File: src/rtl/rr_encoder_arbiter.sv
// Four-requester round-robin arbiter with one-hot and binary-encoded registered grant.
// A grant is held while its owner keeps requesting, bounded by an optional time-slice.
module rr_encoder_arbiter #(
  parameter int MAX_HOLD = 8,
  parameter int CNT_W    = 4
) (
  input  logic       clk,
  input  logic       rst_n,
  input  logic [3:0] req,
  output logic [3:0] grant,
  output logic [1:0] grant_idx,
  output logic       grant_valid,
  output logic       timeout
);

  typedef enum logic {
    ST_IDLE  = 1'b0,
    ST_GRANT = 1'b1
  } state_t;

  localparam logic [CNT_W-1:0] HOLD_LIM = CNT_W'(MAX_HOLD);

  state_t           r_state;
  logic [1:0]       r_ptr;
  logic [CNT_W-1:0] r_hold_cnt;

  logic       w_own_req;
  logic       w_keep;
  logic [1:0] w_base;
  logic [2:0] w_pick;

  // Returns {found, index} of the first requester at or after base, wrapping mod 4.
  function automatic logic [2:0] f_pick(input logic [3:0] req_v, input logic [1:0] base);
    logic [2:0] res;
    logic [1:0] idx;
    res = 3'b000;
    for (int k = 3; k >= 0; k--) begin
      idx = base + 2'(k);
      if (req_v[idx]) res = {1'b1, idx};
    end
    return res;
  endfunction

  always_comb begin
    w_own_req = req[grant_idx];
    w_keep    = (r_state == ST_GRANT) && w_own_req &&
                ((MAX_HOLD == 0) || (r_hold_cnt < HOLD_LIM));
    // On release or expiry the owner drops to lowest priority for the re-arbitration.
    w_base    = (r_state == ST_GRANT) ? grant_idx + 2'd1 : r_ptr;
    w_pick    = f_pick(req, w_base);
  end

  always_ff @(posedge clk or negedge rst_n) begin
    if (!rst_n) begin
      r_state     <= ST_IDLE;
      r_ptr       <= 2'd0;
      r_hold_cnt  <= '0;
      grant       <= 4'b0000;
      grant_idx   <= 2'b00;
      grant_valid <= 1'b0;
      timeout     <= 1'b0;
    end else begin
      timeout <= 1'b0;
      case (r_state)
        ST_IDLE: begin
          if (w_pick[2]) begin
            grant       <= 4'b0001 << w_pick[1:0];
            grant_idx   <= w_pick[1:0];
            grant_valid <= 1'b1;
            r_hold_cnt  <= CNT_W'(1);
            r_state     <= ST_GRANT;
          end
        end
        ST_GRANT: begin
          if (w_keep) begin
            if (r_hold_cnt != '1) r_hold_cnt <= r_hold_cnt + CNT_W'(1);
          end else begin
            timeout <= w_own_req;
            r_ptr   <= grant_idx + 2'd1;
            if (w_pick[2]) begin
              grant      <= 4'b0001 << w_pick[1:0];
              grant_idx  <= w_pick[1:0];
              r_hold_cnt <= CNT_W'(1);
            end else begin
              grant       <= 4'b0000;
              grant_idx   <= 2'b00;
              grant_valid <= 1'b0;
              r_hold_cnt  <= '0;
              r_state     <= ST_IDLE;
            end
          end
        end
        default: r_state <= ST_IDLE;
      endcase
    end
  end

endmodule
File: config.mk
export PLATFORM = sky130hd
export DESIGN_NAME = rr_encoder_arbiter
export DESIGN_NICKNAME = d
export VERILOG_FILES = /design/src/rtl/rr_encoder_arbiter.sv
export SDC_FILE = /design/constraint.sdc
export NUM_CORES = 1
export LEC_CHECK = 0
export ABC_AREA = 1
export CAP_MARGIN = 20
export CORE_ASPECT_RATIO = 1.25
export CORE_MARGIN = 2
export CORE_UTILIZATION = 40
export CTS_BUF_LIST = sky130_fd_sc_hd__clkbuf_4 sky130_fd_sc_hd__clkbuf_8 sky130_fd_sc_hd__clkbuf_16
export DETAILED_ROUTE_END_ITERATION = 8
export SETUP_SLACK_MARGIN = 0.3
export SYNTH_ARGS = -nofsm -noshare
export SYNTH_HDL_FRONTEND = slang
export SYNTH_SLANG_ARGS = --single-unit
File: constraint.sdc
create_clock -name clk -period 1.4 [get_ports clk]
set_clock_uncertainty 0.05 [all_clocks]
set_input_delay 0.14 -clock clk [delete_from_list [all_inputs] [get_ports clk]]
set_output_delay 0.14 -clock clk [all_outputs]
set_load 0.005 [all_outputs]
* After elaboration in Yosys (flattened, before gate mapping) *
Index checks and enable logic that the tools add are counted.

storage, ports and cells
  memories = 0
  memory bits (read-only) = 0
  latch bits = 0
  memory bits (writable) = 0
  register bits after elaboration = 15
  output and inout bits = 8
  input port bits = 6

cells by class
  order comparisons = 6
  shift operators = 1
  equal/unequal tests = 5
  reductions and logical operators = 6
  mux-type cells = 37
  bitwise logic cells = 2
  div/mod/pow operators = 0
  multipliers = 0
  add/sub/neg operators = 5

operators with widths
  operator               number
  $mux W4                6
  $pmux W4 S2            2
  $lt A2 B3 Y1 const B   5
  $mux W1                13
  $mux W3                4
  $bmux W1 S2            5
  $mux W2                4
  $ne A2 B2 Y1 const B   3
  $reduce_and A2 Y1      3
  $add A2 B1 Y2 const B  2
  $add A2 B2 Y2 const B  2
  $add A4 B1 Y4 const B  1
  $lt A4 B4 Y1 const B   1
  $ne A4 B4 Y1 const B   1
  $pmux W1 S2            2
  $pmux W2 S2            1
  $shl A1 B2 Y4 const A  1
  $ne A3 B2 Y1 const B   1
  $reduce_and A3 Y1      1
  $logic_and A1 B1 Y1    2
  $not A1 Y1             2

* Logic depth before layout (Yosys ltp) *
  depth after elaboration = 13
  gate-level depth with buffers = 13
  depth with buffers taken out = 13

* Worst setup path after synthesis *
No wires, ideal clock.

  kind = register to register
  start = register grant_idx[0]
  end = register grant_idx[0]
  stages on the path, launching flop included = 13
  slack = -72 ps
  arrival time = 1,299 ps
  clock period less this slack = 1,472 ps
  library setup time = 122 ps
  cell sequence = dfrtp_1 > inv_2 > nand2_2 > nand2_4 > nand2_1 > nand2_1 > nand3_1 > nand3_2 > nand2_2 > nand2_2 > nand2_2 > nand2_1 > o21ai_1

on the way
  cells in the longest elaborated chain, start to end = 12

ends and longest elaborated chain
  what                           line  text
  from (decl)                    11    output logic [1:0] grant_idx,
  from (signal assigned)         68    grant_idx <= w_pick[1:0];
  from (signal assigned)         82    grant_idx <= w_pick[1:0];
  $add A2 B1 Y2                  49    w_base = (r_state == ST_GRANT) ? grant_idx + 2'd1 : r_ptr;
  $mux W2                        49
  $add A2 B2 Y2                  38    idx = base + 2'(k);
  $bmux W1 S2                    39    if (req_v[idx]) res = {1'b1, idx};
  $mux W1 (not written as such)  39
  $mux W3 (4 in series)          39
  $mux W2                        80    if (w_pick[2]) begin
  $mux W2                        75    if (w_keep) begin
  $pmux W2 S2                    64    case (r_state)

Parallel ways exist; a longest one is shown, timed or not. The select of a mux whose other input is x is not followed.
A chain may end at the register's enable or synchronous reset.

* Worst setup path after layout *
  start = register r_state
  end = register grant[3]

on the way
  cells in the longest elaborated chain, start to end = 12

ends and longest elaborated chain
  what                           line    text
  from (decl)                    23      state_t r_state;
  from (signal assigned)         55      r_state <= ST_IDLE;
  from (signal assigned)         71      r_state <= ST_GRANT;
  from (signal assigned)         89      r_state <= ST_IDLE;
  $mux W2                        49
  $add A2 B2 Y2                  38
  $bmux W1 S2                    39
  $mux W1 (not written as such)  39
  $mux W3 (4 in series)          39
  $shl A1 B2 Y4                  67, 81
  $mux W4                        80
  $mux W4                        75
  $pmux W4 S2                    64
  to (signal assigned)           67      grant <= 4'b0001 << w_pick[1:0];
  to (signal assigned)           81      grant <= 4'b0001 << w_pick[1:0];
  to (decl)                      10      output logic [3:0] grant,

Parallel ways exist; a longest one is shown, timed or not. The select of a mux whose other input is x is not followed.

==> metrics.yaml <==
layout:
  fin_util_pct: 70.7
  fillers: 205
  fin_cells: 236
  final-seq-area_um2: 377
  nNetsFinal: 212
  area_growth_pct: 67.5
  multi_input_area_um2: 787
  diodes: 0
  drive_above_1_share_pct: 52.7
detailed_routing:
  wirelength_um: 2920
  postRouteAntennaNets: 0
  first_iter_violations: 24
  firstDrtPassIters: 4
  vias: 1159
  drc: 0
  drt-wirelength-per-cell_um: 12.4
  vias_per_cell: 4.91
critical_path:
  r2r-end: "grant[3]$_DFFE_PN0P_"
  reg2reg_from: "r_state$_DFF_PN0_"
  arrival_ns: 1.76
  crit_path_end_kind: "register"
  path_common_cell: "nand2_2"
  reg2reg_slack_ns: -0.24
  cp_top_family: "simple AND/OR/NAND/NOR gates"
  crit_fanout: 5
  cp.required_ns: 1.53
  crit_path_start_kind: "register"
  path_cells: "buf_6 -> or2_1 -> nand3_1 -> nand3_2 -> nand3_2 -> nand2_2 -> nand2_2 -> nand2_2 -> nand3_1 -> nand2_1"
  r2r_cells: 10
  max_stage_delay_ns: 0.42
  crit_buf_inv: 1
  crit_path_top_delay_cell: "dfrtp_1"
  path_class: "reg2reg"
placement:
  gp_congestion: 0.828
  port-buffer-count: 13
  dp.cells: 217
  dp_hpwl_um: 2010
timing:
  rsz0062_at_grt: "yes"
  hold_ws_ns: 0.108
  finalMaxSlewViolations: 0
  tightest_slew_ns: 0.228
  hold_viol_final: 0
  worst_slack_ns: -0.237
  max-slew-margin-rel_pct: 84.8
  min_period_ns: 1.64
  min_period_over_period_pct: 117
  setup_tns_ns: -2.45
  setup_viol: 15
  fmax_ghz: 0.611
synth:
  ys_seq_elements: 15
  synth_xor_area_share_pct: 0
  synth_warnings: 0
  synth_top_family_by_area: "simple AND/OR/NAND/NOR gates"
  synthAdderAreaFrac_pct: 2.42
  synth_area_um2: 1030
  synthMuxAreaShare_pct: 0
  avgSynthCellArea_um2: 6.94
  syn_inst: 149
  synth.net_count: 157
  seq_area_frac_synth_pct: 36.3
  ys_types: 18
  synth_compound_area_share_pct: 7.86
  synthSimpleGateAreaFrac_pct: 46.2
clocking:
  clk_pin_slew_ns: 0.09
  cts-root-buf: "clkbuf_4"
  clockBufferDepth: 2
  cts_tree: "yes"
  cts_sinks: 15
  clk_latency_ns: 0.28
  cts_buffers: 3
  h-tree-depth: 1
floorplan:
  die_w_um: 49.5
  std_cell_rows: 20
  core_area_um2: 2450
  chipHeight_um: 60.9
  die_area_um2: 3010
  start_util_pct: 42.2
  pin_count: 14
power:
  total_power_mw: 3.89
  peakVddDrop_uv: 1230
  p_leak_nw: 0.904
  power.density_nw_per_um2: 2240
global_routing:
  grt_antenna_before_repair: 0
  grt_max_degree: 16
  grt-ovfl-total: 0
  track_usage_pct: 21.3
  grt_pass1_vias: 1124
  grt_pass1_wl_um: 4890
worst_hold_path:
  hp-class: "in2async"
run:
  maxCapViolCount: 0
outcome:
  failed_checks: "negative setup slack"
  status: "complete, but fails checks"
## worst reg2reg max path: cells and delay by family, from the launching register on
family                 cells  cell delay [ns]
flip-flops                 1             0.42
AND/OR/NAND/NOR            9             0.89
buffers and inverters      1             0.16
## registers in the layout (all words and copies together) (netlist names)
name / count
r_ptr: 2
grant_valid: 1
timeout: 1
r_hold_cnt: 4
r_state: 1
grant: 4
grant_idx: 2
## cells in the mapped netlist
cell type	n	share of area, %
a21oi_1	5	2.4
buf_6	1	1.1
dfrtp_1	15	36
ha_1	2	2.4
inv_1	14	5.1
inv_2	3	1.1
nand2_1	54	20
nand2_2	14	8.5
nand2_4	2	2.2
nand3_1	13	6.3
nand3_2	5	4.8
nand4_1	3	1.8
nor2_1	5	1.8
o21ai_0	7	3.4
o21ai_1	3	1.5
o22ai_1	1	0.60
or2_1	1	0.60
or2_2	1	0.60
## area by class of cell
| class | count | share of cell area [%] |
|---|---|---|
| Multi-Input combinational cell | 116 | 45.4 |
| Tap cell | 33 | 2.38 |
| Sequential cell | 15 | 21.7 |
| Inverter | 17 | 4.26 |
| Timing Repair Buffer | 51 | 24.5 |
| Clock buffer | 4 | 1.73 |
## routing by layer
layer	GRT usage [%]	wire length, um	vias up
met2	42.5	1650	15
met3	2.46	54	6
met5	0	0	-
met4	8.33	48	0
met1	23.2	1170	549
li1	-	-	589
## worst max path at each step
stage,start,to,slack [ns],cells after the start
6_report,r_state$_DFF_PN0_,grant[3]$_DFFE_PN0P_,-0.24,10
3_5_place_dp,req[2],r_hold_cnt[2]$_DFFE_PN0P_,-0.36,9
4_1_cts,r_state$_DFF_PN0_,grant[3]$_DFFE_PN0P_,-0.19,10
3_3_place_gp,req[2],r_hold_cnt[2]$_DFFE_PN0P_,-0.32,9
5_1_grt,grant_idx[0]$_DFFE_PN0P_,grant[2]$_DFFE_PN0P_,-0.34,10
2_1_floorplan,grant_idx[0]$_DFFE_PN0P_,grant_idx[0]$_DFFE_PN0P_,-0.05,12
## cells by family (layout without fill, tap and decap cells)
logic type,after synthesis,in the layout
AOI/OAI and AO/OA,16,16
DFF,15,15
buffers and inverters,18,72
adders and majority gates,2,2
and+or+nand+nor,98,98
## what timing repair did
item,CTS,global route
buffers inserted,9,6
endpoints found under the setup margin,22,20
hold buffers,0,0
pin swaps,12,4
resized for setup,59,22
## power by group
part,internal (mW),switching [mW],leakage [nW],total (mW)
logic,1.33,1.53,0.699,2.87
clock network,0.130,0.135,0.0184,0.265
registers,0.599,0.160,0.187,0.759
## layout by cell type (no fill, tap or decap), drive strengths merged
| cell | netlist | layout |
|---|---|---|
| nand3 | 18 | 18 |
| dlygate4sd2 | 0 | 3 |
| clkdlybuf4s50 | 0 | 3 |
| ha | 2 | 2 |
| o21ai | 10 | 10 |
| o22ai | 1 | 1 |
| nand2 | 70 | 70 |
| nor2 | 5 | 5 |
| inv | 17 | 17 |
| a21oi | 5 | 5 |
| clkbuf | 0 | 7 |
| or2 | 2 | 2 |
| clkdlybuf4s15 | 0 | 3 |
| buf | 1 | 39 |
| nand4 | 3 | 3 |
| dfrtp | 15 | 15 |
## through the flow
step,worst slack (ns),instance area (um2)
2_1_floorplan,-0.0458,1050
3_3_place_gp,-0.316,1380
3_5_place_dp,-0.358,1380
4_1_cts,-0.192,1630
5_1_grt,-0.337,1730
6_report,-0.237,1730
No activity file was read; power rests on OpenSTA's default activity.
